<file path="config.mk">
export PLATFORM = sky130hd
export DESIGN_NAME = mem_rmw_seq
export DESIGN_NICKNAME = d
export VERILOG_FILES = /design/src/rtl/mem_pkg.sv /design/src/rtl/mem_lat_counter.sv /design/src/rtl/mem_rmw_seq.sv
export SDC_FILE = /design/constraint.sdc
export NUM_CORES = 1
export LEC_CHECK = 0
export CAP_MARGIN = 20
export CORE_MARGIN = 8
export CORE_UTILIZATION = 35
export DETAILED_ROUTE_END_ITERATION = 10
export PLACE_DENSITY = 0.83
export SLEW_MARGIN = 20
export SYNTH_ARGS = -nofsm -noshare
export SYNTH_HDL_FRONTEND = slang
export SYNTH_SLANG_ARGS = --single-unit
</file>
<file path="constraint.sdc">
create_clock -name clk -period 2.05 [get_ports clk]
set_input_delay 0.3075 -clock clk [delete_from_list [all_inputs] [get_ports clk]]
set_output_delay 0.3075 -clock clk [all_outputs]
set_load 0.02 [all_outputs]
</file>
<file path="src/rtl/mem_pkg.sv">
// Shared types and helpers for the data-memory access sequencer.
// Latency: none (types and pure functions only).
// Backpressure: none.
package mem_pkg;

    localparam int MEM_LAT_MAX = 7;

    typedef enum logic [1:0] {
        MODE_WORD = 2'b00,
        MODE_HALF = 2'b01,
        MODE_BYTE = 2'b10
    } mode_t;

    typedef enum logic [2:0] {
        S_IDLE  = 3'd0,
        S_READ  = 3'd1,
        S_WAIT  = 3'd2,
        S_WRITE = 3'd3,
        S_DONE  = 3'd4
    } state_t;

    // The reserved encoding 2'b11 behaves exactly like a word access.
    function automatic logic [1:0] norm_mode(input logic [1:0] mode);
        return (mode == MODE_HALF || mode == MODE_BYTE) ? mode : MODE_WORD;
    endfunction

    function automatic logic misaligned(input logic [1:0] mode, input logic [1:0] off);
        logic bad;
        bad = 1'b0;
        case (mode)
            MODE_HALF: bad = off[0];
            MODE_BYTE: bad = 1'b0;
            default:   bad = (off != 2'b00);
        endcase
        return bad;
    endfunction

endpackage

</file>
<file path="src/rtl/mem_lat_counter.sv">
// Loadable 3-bit down-counter timing the memory read latency.
// Latency: load/decrement take effect on the next rising edge; zero is combinational.
// Backpressure: none; holds at zero until reloaded.
module mem_lat_counter (
    input  logic       clk,
    input  logic       reset_n,
    input  logic       load,
    input  logic       dec,
    input  logic [2:0] load_val,
    output logic       zero
);

    logic [2:0] cnt;

    always_ff @(posedge clk or negedge reset_n) begin
        if (!reset_n) begin
            cnt <= 3'd0;
        end else if (load) begin
            cnt <= load_val;
        end else if (dec && cnt != 3'd0) begin
            cnt <= cnt - 3'd1;
        end
    end

    assign zero = (cnt == 3'd0);

endmodule

</file>
<file path="src/rtl/mem_rmw_seq.sv">
// Load/store sequencer for a single-port data memory with read-modify-write for sub-word stores.
// Latency: word store 2, load 2+MEM_LAT, sub-word store 3+MEM_LAT, misaligned 1 cycle to done.
// Backpressure: req_ready only in IDLE; requests offered while busy are ignored.
module mem_rmw_seq #(
    parameter int MEM_LAT = 1
) (
    input  logic        clk,
    input  logic        reset_n,
    input  logic        req_valid,
    output logic        req_ready,
    input  logic        req_write,
    input  logic [1:0]  req_mode,
    input  logic [31:0] req_addr,
    input  logic [31:0] req_wdata,
    output logic [31:0] mem_addr,
    output logic        mem_rd,
    output logic        mem_wr,
    output logic [31:0] mem_wdata,
    input  logic [31:0] mem_rdata,
    output logic [31:0] wm_regin,
    output logic [31:0] wm_memin,
    output logic [1:0]  wm_mode,
    input  logic [31:0] wm_memout,
    input  logic [31:0] wm_regout,
    output logic [31:0] load_data,
    output logic        done,
    output logic        align_err
);
    import mem_pkg::*;

    localparam logic [2:0] LAT_LOAD = 3'(MEM_LAT - 1);

    state_t      state;
    state_t      state_nxt;
    logic [29:0] addr_q;
    logic        write_q;
    logic        err_q;
    logic [31:0] memin_q;
    logic [1:0]  mode_in;
    logic        bad_in;
    logic        accept;
    logic        lat_zero;
    logic        capture;

    assign mode_in = norm_mode(req_mode);
    assign bad_in  = misaligned(mode_in, req_addr[1:0]);
    assign accept  = (state == S_IDLE) && req_valid;
    assign capture = (state == S_WAIT) && lat_zero;

    mem_lat_counter u_lat (
        .clk      (clk),
        .reset_n  (reset_n),
        .load     (state == S_READ),
        .dec      ((state == S_WAIT) && !lat_zero),
        .load_val (LAT_LOAD),
        .zero     (lat_zero)
    );

    always_ff @(posedge clk or negedge reset_n) begin
        if (!reset_n) begin
            state <= S_IDLE;
        end else begin
            state <= state_nxt;
        end
    end

    always_comb begin
        state_nxt = state;
        req_ready = 1'b0;
        mem_rd    = 1'b0;
        mem_wr    = 1'b0;
        done      = 1'b0;
        case (state)
            S_IDLE: begin
                req_ready = 1'b1;
                if (req_valid) begin
                    if (bad_in) begin
                        state_nxt = S_DONE;
                    end else if (req_write && mode_in == MODE_WORD) begin
                        state_nxt = S_WRITE;
                    end else begin
                        state_nxt = S_READ;
                    end
                end
            end
            S_READ: begin
                mem_rd    = 1'b1;
                state_nxt = S_WAIT;
            end
            S_WAIT: begin
                if (lat_zero) begin
                    state_nxt = write_q ? S_WRITE : S_DONE;
                end
            end
            S_WRITE: begin
                mem_wr    = 1'b1;
                state_nxt = S_DONE;
            end
            S_DONE: begin
                done      = 1'b1;
                state_nxt = S_IDLE;
            end
            default: state_nxt = S_IDLE;
        endcase
    end

    always_ff @(posedge clk or negedge reset_n) begin
        if (!reset_n) begin
            addr_q    <= '0;
            write_q   <= 1'b0;
            err_q     <= 1'b0;
            wm_regin  <= '0;
            wm_mode   <= MODE_WORD;
            memin_q   <= '0;
            load_data <= '0;
        end else begin
            if (accept) begin
                addr_q   <= req_addr[31:2];
                write_q  <= req_write;
                err_q    <= bad_in;
                wm_regin <= req_wdata;
                wm_mode  <= mode_in;
            end
            if (capture) begin
                memin_q <= mem_rdata;
                if (!write_q) begin
                    load_data <= wm_regout;
                end
            end
        end
    end

    // On the capture cycle the merge stage sees the live read data, so the
    // extracted load value can be registered on the same edge as the capture.
    assign wm_memin  = capture ? mem_rdata : memin_q;
    assign mem_addr  = {addr_q, 2'b00};
    assign mem_wdata = wm_memout;
    assign align_err = (state == S_DONE) && err_q;

endmodule

</file>
**Yosys cells after proc, flatten, opt, wreduce, memory -nomap -nowiden**

Index checks and enable logic that the tools add are counted.

- Bits in registers: 136
- Input port bits: 166
- Output and inout port bits: 167
- Logic and storage cells: 52

- Add/subtract/negate cells: 1
- Equal/unequal tests: 10
- Mux-type cells: 15
- Bitwise gates (word level): 1
- Reductions and logical operators: 16

Operators by type and width:

| kind | count |
|---|---|
| $mux 32 | 1 |
| $mux 3 | 6 |
| $pmux 3 s4 | 1 |
| $eq 3x2->1 const B | 2 |
| $logic_and 1x1->1 | 6 |
| $logic_not 3->1 | 2 |
| $eq 2x1->1 const B | 2 |
| $eq 2x2->1 const B | 2 |
| $mux 1 | 4 |
| $mux 2 | 2 |
| $ne 2x2->1 const B | 2 |
| $reduce_and 2->1 | 2 |
| $reduce_bool 2->1 | 2 |
| $eq 3x1->1 const B | 1 |
| $eq 3x3->1 const B | 1 |
| $reduce_bool 3->1 | 1 |
| $sub 3x1->3 const B | 1 |
| $logic_not 2->1 | 1 |
| $pmux 1 s2 | 1 |
| $logic_not 1->1 | 1 |
| $logic_or 1x1->1 | 1 |
| $not 1->1 | 1 |

**Longest topological paths before layout**

Gate-level depths: netlist of run 1.

- Word-level depth: 9
- Gate-level depth with buffers: 7
- Mapped depth without buffers: 6

**Modules after synthesis**

Synthesis of run 1 repeated with hierarchy kept, for this count alone.

- Cells, all modules: 364
- Area, all modules: 5570.3 µm²

By module, submodules not included:

| module | instances | cells each | area each (µm²) | seq. area each (µm²) |
|---|---|---|---|---|
| mem_rmw_seq | 1 | 345 | 5380.2 | 3328.2 |
| mem_lat_counter | 1 | 19 | 190.2 | 75.1 |

**Least setup slack after synthesis of run 1**

Ideal clock, no wire load.

- Path type: register -> register
- From: reg state[1]
- To: reg addr_q[13]
- Setup time: 0.125 ns
- Data arrival time: 1.661 ns
- Required time: 1.925 ns
- Slack: 0.264 ns
- Stages on the path, launching flop included: 7
- Path buffers: 3
- Clock period less this slack: 1.786 ns
- Cell sequence: dfrtp_1 > buf_6 > nor3_2 > and2_4 > buf_8 > buf_12 > mux2_4

- Cells in the longest elaborated chain, start to end: 2

RTL lines:

| element | RTL line | RTL |
|---|---|---|
| start, declared | mem_rmw_seq.sv:33 | `state_t state;` |
| start signal, assigned | mem_rmw_seq.sv:63 | `state <= state_nxt;` |
| $logic_not 3->1 | mem_rmw_seq.sv:47 | `assign accept = (state == S_IDLE) && req_valid;` |
| $logic_and 1x1->1 | mem_rmw_seq.sv:47 |  |
| end signal, assigned | mem_rmw_seq.sv:118 | `addr_q <= req_addr[31:2];` |
| end, declared | mem_rmw_seq.sv:35 | `logic [29:0] addr_q;` |

No other way between the ends.
A chain may end at the register's enable or synchronous reset.

**Final worst setup path of run 1**

- From: reg u_lat.cnt[0]
- To: out wm_memin[6]

- Cells in the longest elaborated chain, start to end: 3

RTL lines:

| element | RTL line | RTL |
|---|---|---|
| start, declared | mem_lat_counter.sv:13 | `logic [2:0] cnt;` |
| start signal, assigned | mem_lat_counter.sv:19 | `cnt <= load_val;` |
| start signal, assigned | mem_lat_counter.sv:21 | `cnt <= cnt - 3'd1;` |
| $logic_not 3->1 | mem_lat_counter.sv:25 | `assign zero = (cnt == 3'd0);` |
| $logic_and 1x1->1 | mem_rmw_seq.sv:48 | `assign capture = (state == S_WAIT) && lat_zero;` |
| $mux 32 | - |  |
| end, declared | mem_rmw_seq.sv:21 | `output logic [31:0] wm_memin,` |

No other way between the ends.

==> impl_metrics.csv, run 1 <==
group,metric,value,unit
die,core,16600,um2
worst_setup_path,worst_ep_arrival_time,1980,ps
clock_tree,cts_tree,"done",
pwr,p_per_area,1760,nW/um2
worst_setup_path,rr_worst_depth,10,
clock_tree,cts-htree-levels,4,
finish,nets,803,
die,die_w,146,um
die,die_area,21300,um2
pwr,power.leakage,4.23,nW
die,core.rowCount,47,
clock_tree,cts_made_buffers,17,
route,drtPass1Iterations,4,
timing,slew_violations,0,
grt,grt_pass1_wl,26700,um
worst_setup_path,critPathLaunchType,"flop",
synthesis,netlist_area,5920,um2
finish,final_cell_mix,"clkdlybuf4s50_1 (228), dfrtp_1 (136), mux2_4 (76), mux2_2 (55), buf_6 (36)",
synthesis,syn_area_per_cell,16.5,um2
finish,utilization,57.6,%
placed_design,io_buffers,266,
finish,final_common_cell,"clkdlybuf4s50_1",
route,antenna_left,0,
timing,period_minus_slack,2290,ps
timing,max_freq,0.437,GHz
timing,rsz0062_at_grt,"yes",
worst_setup_path,worstPathRequired,1740,ps
placed_design,placedCellCount,815,
synthesis,yosysSeqAreaShare,57.5,%
pwr,ir_drop,1.30,mV
pwr,power.share.clock,19.2,%
route,via_per_inst,4.54,
synthesis,ys_types,33,
pwr,total_power,16.8,mW
worst_setup_path,end_kind,"output pin",
status,violations,"setup timing",
clock_tree,clk_latency,400,ps
die,die_h,146,um
synthesis,ys_seq_elements,136,
clock_tree,clock_path_buffers,2,
route,drc_errors,0,
pwr,p_int,11.1,mW
timing,fin_crit_sh,112,%
grt,track_usage,15.8,%
route,wl_per_cell,19.6,um
timing,fin_worst_skew,7.82,ps
finish,num-fill-cells,1285,
route,wl,17000,um
pwr,pwr-share-seq,28.1,%
route,initialDrtViolationCount,112,
worst_setup_path,critPathKind,"reg2out",
placed_design,place.gp.congestion,0.784,
synthesis,ys_warn_count,0,
die,start_util,35.7,%
finish,drive_gt1_share,37.5,%
pwr,swShare,34.2,%
clock_tree,clock_tree.root_cell,"clkbuf_16",
worst_setup_path,cp_max_fo,5,
finish,syn_to_final_growth,61.4,%
grt,grt_pass1_vias,4644,
finish,multiInputGateArea,2070,um2
die,ios,333,
grt,grt_overflow,0,
finish,diodes,0,
grt,grt_start_max_net_pins,71,
worst_hold_path,hold_class,"in2async",
pwr,p_switching,5.77,mW
timing,timing.hold.ws,484,ps
clock_tree,cts.clk_slew.worst_paths,60,ps
run,max_cap_viol_count,0,
route,num_vias,3927,
status,status,"finished with violations",
pwr,combPwrFrac,52.7,%
clock_tree,cts.sinks,136,
placed_design,hpwl,12700,um
finish,area.sequential,3400,um2
timing,hold_viol_final,0,
finish,final_cells,865,
timing,postLayoutSetupSlackWorst,-239,ps
timing,setup_violations,63,
grt,antenna_found_initial,0,
synthesis,synth_cells,359,
layout make-up:
type | count | share of cell area [%]
timing repair buffer | 301 | 33.0
clock buffer | 18 | 4.49
inverter | 6 | 0.236
tap | 220 | 2.88
clock inverter | 14 | 2.03
multi-input combinational | 170 | 21.7
sequential | 136 | 35.6
worst paths after layout:
check	slack [ps]	to	startpoint
worst max-delay path	-240	wm_memin[6]	u_lat.cnt[0]
worst min-delay path	480	load_data[14]	reset_n
worst max register to register	-60	load_data[9]	u_lat.cnt[0]
worst min register to register	510	addr_q[26]	addr_q[26]
min in group clk	510	addr_q[26]	addr_q[26]
max in group asynchronous	1250	addr_q[7]	reset_n
flip-flops by register name (all words and copies together) (netlist names):
| name | count |
|---|---|
| u_lat.cnt | 3 |
| wm_mode | 2 |
| memin_q | 32 |
| load_data | 32 |
| state | 3 |
| addr_q | 30 |
| err_q | 1 |
| wm_regin | 32 |
| write_q | 1 |
cells by family after synthesis:
| logic type | after synthesis | share of synthesized area, % |
|---|---|---|
| AND/OR/NAND/NOR | 21 | 2.58 |
| multiplexers | 131 | 29.4 |
| adder cells (fa/ha/maj) | 5 | 1.06 |
| other | 1 | 0.0634 |
| AO/OA/AOI/OAI | 11 | 1.12 |
| buffers and inverters | 54 | 8.27 |
| flip-flops | 136 | 57.5 |
metal layers:
layer  vias up  track usage (%)  share of wire (%)
met5         -                0                  0
met4         0             6.90                2.7
met3        44             5.81                7.0
met2       182             27.9                 53
met1      1946             16.7                 37
li1       1755                -                  -
critical path, stage by stage (launching register included):
cell and delay (ps):
dfrtp_1 390, inv_2 90, ha_4 120, nor2b_4 170
nand2_4 80, buf_12 150, buf_16 130, mux2_4 310
buf_6 140
cell usage after synthesis (all sizes together):
cell type / instances / area [um2]
dfrtp: 136 / 3400
mux2: 131 / 1740
buf: 48 / 467
inv: 6 / 22.5
ha: 5 / 62.6
nor2: 5 / 35.0
o21ai: 4 / 20.0
a21oi: 2 / 10.0
and2: 2 / 15.0
nand2: 2 / 15.0
nand2b: 2 / 12.5
nand3: 2 / 10.0
nor3: 2 / 15.0
nor3b: 2 / 20.0
a22oi: 1 / 7.51
a31oi: 1 / 6.26
and3: 1 / 6.26
and3b: 1 / 8.76
conb: 1 / 3.75
nor2b: 1 / 6.26
o211ai: 1 / 7.51
o21bai: 1 / 7.51
o31ai: 1 / 7.51
or3b: 1 / 8.76
power by group through the flow:
stage,combinational [mW],sequential (mW),clock (mW)
finish,8.87,4.74,3.23
global route,9.32,4.90,3.43
CTS,8.87,4.76,3.30
detailed placement,8.44,4.77,0
global placement,8.26,4.68,0
floorplan,3.63,5.85,0
through the flow:
stage,cell area [um2],worst slack (ps),TNS [ps]
floorplan,5920,264,0
CTS,9440,-255,-8410
global placement,8590,-246,-7210
global route,9550,-311,-13130
finish,9550,-239,-7870
detailed placement,8590,-312,-9230
what timing repair did:
item / in CTS / in global routing
endpoints found under the hold margin: 136 / 0
pin swaps: 1 / 2
endpoints found under the setup margin: 37 / 66
setup buffers: 9 / 4
hold buffers: 1 / 0
gates cloned: 2 / 3
gates resized for setup: 214 / 7
Power figures use the tool's default switching activity.
==> run 2: changes to the inputs <==
- MAX_ROUTING_LAYER: default -> met4
==> run 2 against run 1 <==
The run still ends with setup timing left. Sequential power about the same. Flip-flop and latch count unchanged. Final cell count unchanged. Clock power about the same. First-iteration DRC count up 9.8%. Fmax about the same. Worst setup slack worse by 0.51 ps. Hold slack worse by 2.1 ps. Global-route usage up 0.46 points. Sequential share of layout area about the same. Critical path depth unchanged. Critical path type unchanged. Critical endpoint unchanged.
==> impl_metrics.csv, run 2 (synthesis results as in run 1) <==
group,metric,value,unit
die,start_util,35.7,%
die,die_w,146,um
worst_setup_path,critPathBufInv,4,
worst_setup_path,worstPathCellList,"inv_2 -> ha_4 -> nor2b_4 -> nand2_4 -> buf_12 -> buf_16 -> mux2_4 -> buf_6",
placed_design,io_buffers,266,
pwr,swShare,34.3,%
clock_tree,clock_path_buffers,2,
worst_setup_path,cp_max_fo,5,
timing,fin_crit_sh,112,%
clock_tree,clk_latency,400,ps
grt,grt_pass1_vias,4665,
worst_setup_path,r2r_start,"u_lat.cnt[0]",
worst_setup_path,crit_cells,8,
pwr,p_per_area,1760,nW/um2
grt,grt_overflow,0,
timing,hold_viol_final,0,
timing,finalSetupTns,-7920,ps
timing,rsz0062_at_grt,"yes",
clock_tree,cts_tree,"done",
grt,track_usage,16.3,%
pwr,p_int,11.1,mW
pwr,combPwrFrac,52.7,%
status,violations,"setup timing",
finish,final_common_cell,"clkdlybuf4s50_1",
finish,drive_gt1_share,37.5,%
worst_setup_path,r2r_end,"load_data[9]",
grt,grt_start_max_net_pins,71,
finish,syn_to_final_growth,61.5,%
clock_tree,cts.sinks,136,
route,wl,17000,um
finish,utilization,57.6,%
clock_tree,cts.clk_slew.worst_paths,60,ps
placed_design,place_ws,-312,ps
worst_setup_path,cp_top_family,"buffers and inverters",
die,ios,333,
timing,postLayoutSetupSlackWorst,-239,ps
timing,period_minus_slack,2290,ps
placed_design,hpwl,12700,um
route,wl_per_cell,19.7,um
pwr,power.leakage,4.23,nW
pwr,pwr-share-seq,28.1,%
timing,setup_violations,63,
placed_design,place.gp.congestion,0.795,
route,antenna_left,0,
timing,max_freq,0.437,GHz
timing,fin_worst_skew,7.01,ps
finish,nets,803,
clock_tree,clock_tree.root_cell,"clkbuf_16",
die,core,16600,um2
worst_setup_path,end_kind,"output pin",
die,core.rowCount,47,
timing,timing.hold.ws,481,ps
clock_tree,cts_made_buffers,17,
grt,antenna_found_initial,0,
worst_setup_path,slowest_delay,390,ps
worst_setup_path,critPathKind,"reg2out",
pwr,total_power,16.8,mW
status,status,"finished with violations",
route,drtPass1Iterations,4,
worst_setup_path,worstPathRequired,1740,ps
worst_setup_path,slowest_stage,"dfrtp_1",
worst_setup_path,rr_worst_depth,10,
finish,largestRegisters,"load_data x32, memin_q x32, wm_regin x32",
route,num_vias,3938,
grt,grt_pass1_wl,26600,um
pwr,power.share.clock,19.1,%
die,die_area,21300,um2
finish,final_cell_mix,"clkdlybuf4s50_1 (228), dfrtp_1 (136), mux2_4 (76), mux2_2 (55), buf_6 (36)",
pwr,p_switching,5.77,mW
clock_tree,cts-htree-levels,4,
pwr,ir_drop,1.30,mV
worst_setup_path,reg2reg_slack,-60,ps
worst_setup_path,worst_ep_arrival_time,1980,ps
run,max_cap_viol_count,0,
route,via_per_inst,4.55,
finish,diodes,0,
worst_hold_path,hold_class,"in2async",
die,die_h,146,um
route,initialDrtViolationCount,123,
route,drc_errors,0,
worst_setup_path,critPathLaunchType,"flop",
timing,slew_violations,0,
-- run 2: per-stage QoR --
step           instances  cell area, um2
4_1_cts              859            9440
6_report             865            9560
3_3_place_gp         815            8590
2_1_floorplan        360            5920
5_1_grt              865            9560
3_5_place_dp         815            8590
-- run 2: metal layers --
layer  wire length, um  global-route usage [%]  vias up  share of wire (%)
met3              1020                    5.04       44                6.0
li1                  -                       -     1754                  -
met1              6570                    17.1     1959                 39
met2              8970                    28.0      181                 53
met4               456                    6.90        0                2.7
met5                 0                       -        -                  0
-- run 2: worst max path at each step --
stage / end / slack [ps] / from
6_report: wm_memin[6] / -240 / u_lat.cnt[0]
5_1_grt: wm_memin[6] / -310 / u_lat.cnt[0]
4_1_cts: wm_memin[6] / -260 / u_lat.cnt[1]
3_5_place_dp: wm_memin[4] / -310 / u_lat.cnt[0]
3_3_place_gp: wm_memin[6] / -250 / u_lat.cnt[0]
2_1_floorplan: addr_q[13] / 260 / state[1]
-- run 2: layout make-up --
type	instances	area, um2
Inverter	6	22.5
Sequential cell	136	3400
Clock inverter	14	194
Timing Repair Buffer	301	3160
Fill cell	1284	7030
Tap cell	220	275
Clock buffer	18	429
Multi-Input combinational cell	170	2070
-- run 2: power groups by stage --
stage / Sequential (mW) / Clock, mW / Combinational, mW
after CTS: 4.76 / 3.30 / 8.87
after global placement: 4.68 / 0 / 8.26
final: 4.74 / 3.23 / 8.88
after floorplan: 5.85 / 0 / 3.63
after detailed placement: 4.77 / 0 / 8.44
after global routing: 4.90 / 3.44 / 9.32
-- run 2: repair_timing --
item / in CTS / in global routing
hold endpoints to repair: 136 / 0
setup endpoints to repair: 37 / 66
cloned: 2 / 3
pin swaps: 1 / 2
hold buffers: 1 / 0
buffers inserted: 9 / 4
resized for setup: 214 / 7
-- run 2: worst reg2reg max path, stage by stage (launching register included) --
cell and delay (ps):
dfrtp_1 390, inv_2 90, ha_4 120, nor2b_4 170, nand2_4 80, buf_12 150
buf_16 130, buf_8 120, nor2_8 220, clkbuf_16 220, mux2_4 300
==> run 3: changes to the inputs <==
- CORE_ASPECT_RATIO: default -> 2
==> run 3 against run 2 <==
The run still ends with setup timing left. Combinational power increased by 1%. Clock power increased by 2%. Via count decreased by 0.41%. Hold slack got worse by 210 ps. Register-to-register slack got worse by 30 ps. Final cell count decreased by 0.92%. First-iteration DRC count decreased by 20%. Sequential share of layout area decreased by 0.48 points. Core utilization increased by 0.45 points. Wire length increased by 2.3%. Clock skew increased by 3.7 ps. Critical endpoint is now wm_memin[24].
==> impl_metrics.csv, run 3 (synthesis results as in run 1) <==
group,metric,value,unit
die,core,16700,um2
pwr,total_power,17.0,mW
grt,track_usage,16.8,%
route,num_vias,3922,
pwr,p_per_area,1750,nW/um2
clock_tree,cts.clk_slew.worst_paths,60,ps
worst_setup_path,cp_top_family,"buffers and inverters",
worst_setup_path,worstPathRequired,1740,ps
worst_setup_path,critPathKind,"reg2out",
grt,grt_pass1_wl,26400,um
route,antenna_left,0,
timing,postLayoutSetupSlackWorst,-251,ps
worst_setup_path,critPathLaunchType,"flop",
placed_design,placedCellCount,799,
clock_tree,clock_path_buffers,2,
timing,period_minus_slack,2300,ps
finish,area.sequential,3400,um2
clock_tree,cts_made_buffers,17,
route,initialDrtViolationCount,98,
finish,nets,809,
route,drc_errors,0,
finish,final_cells,857,
run,max_cap_viol_count,0,
finish,num-fill-cells,1316,
timing,setup_violations,42,
status,status,"finished with violations",
grt,grt_overflow,0,
finish,drive_gt1_share,38.0,%
worst_setup_path,critPathBufInv,4,
die,die_area,21600,um2
worst_setup_path,end_kind,"output pin",
finish,syn_to_final_growth,63.8,%
placed_design,place_ws,-281,ps
worst_setup_path,slowest_stage,"dfrtp_1",
pwr,ir_drop,0.995,mV
die,die_w,108,um
status,violations,"setup timing",
timing,fin_worst_skew,10.7,ps
route,wl,17400,um
worst_setup_path,worstPathCellList,"inv_2 -> ha_4 -> nor2b_4 -> nand2_4 -> buf_4 -> buf_12 -> mux2_4 -> buf_6",
finish,final_cell_mix,"clkdlybuf4s50_1 (228), dfrtp_1 (136), mux2_4 (77), mux2_2 (54), buf_6 (35)",
worst_setup_path,worst_ep_arrival_time,1990,ps
route,via_per_inst,4.58,
clock_tree,clk_latency,410,ps
worst_setup_path,cp_max_fo,8,
route,drtPass1Iterations,4,
pwr,power.leakage,4.28,nW
clock_tree,cts.sinks,136,
finish,largestRegisters,"load_data x32, memin_q x32, wm_regin x32",
die,ios,333,
timing,hold_viol_final,0,
grt,grt_start_max_net_pins,67,
finish,diodes,0,
worst_setup_path,slowest_delay,400,ps
placed_design,hpwl,12900,um
route,wl_per_cell,20.3,um
clock_tree,cts_tree,"done",
placed_design,place.gp.congestion,0.768,
worst_hold_path,hold_class,"in2async",
finish,multiInputGateArea,2090,um2
clock_tree,cts-htree-levels,4,
placed_design,io_buffers,266,
timing,fin_crit_sh,112,%
timing,max_freq,0.435,GHz
timing,rsz0062_at_grt,"yes",
grt,antenna_found_initial,0,
die,core.rowCount,67,
die,die_h,200,um
grt,grt_pass1_vias,4632,
timing,slew_violations,0,
finish,final_common_cell,"clkdlybuf4s50_1",
clock_tree,clock_tree.root_cell,"clkbuf_16",
die,start_util,35.5,%
==> run 3: worst paths after layout <==
path / cells after the start / slack, ps / end / start
min in group clk: 1 / 500 / load_data[18] / load_data[18]
hold reg to reg: 1 / 500 / load_data[18] / load_data[18]
hold / removal: 2 / 270 / addr_q[17] / reset_n
setup / recovery: 8 / -250 / wm_memin[24] / u_lat.cnt[0]
setup reg to reg: 12 / -90 / load_data[3] / u_lat.cnt[0]
max in group asynchronous: 3 / 1240 / memin_q[6] / reset_n
==> run 3: report_power, final <==
part,leakage (nW),total [mW],internal [mW],switching [mW]
registers,1.62,4.75,4.04,0.706
logic,2.36,8.97,5.07,3.90
clock network,0.303,3.28,2.15,1.13
==> run 3: per-layer routing <==
| metal | GRT usage, % | vias to the layer above | share of wire (%) |
|---|---|---|---|
| met4 | 8.90 | 0 | 3.5 |
| met2 | 30.1 | 190 | 56 |
| met1 | 15.8 | 1917 | 34 |
| met3 | 4.53 | 48 | 6.4 |
| li1 | - | 1767 | - |
| met5 | - | - | 0 |
==> run 3: what timing repair did <==
action	in CTS	in global routing
pin swaps	2	3
cloned	7	0
setup buffers	21	8
setup endpoints to repair	65	67
endpoints found under the hold margin	136	0
gates resized for setup	221	16
hold buffers	1	0
==> run 3: area by class of cell <==
| cell class | instances | share of cell area [%] |
|---|---|---|
| sequential | 136 | 35.1 |
| clock buffer | 19 | 4.47 |
| multi-input combinational | 170 | 21.6 |
| tap | 207 | 2.67 |
| inverter | 6 | 0.232 |
| clock inverter | 12 | 2.08 |
| timing repair buffer | 307 | 33.8 |
==> run 3: metrics by stage <==
stage / hold WS, ps / TNS (ps) / cell area (um2) / utilization [%]
finish: 267 / -7860 / 9690 / 58.1
floorplan: 11.9 / 0 / 5920 / -
global route: 265 / -12740 / 9690 / 58.1
global placement: 106 / -6100 / 8550 / 51.3
CTS: 247 / -13290 / 9700 / 58.2
detailed placement: 106 / -9240 / 8550 / 51.3
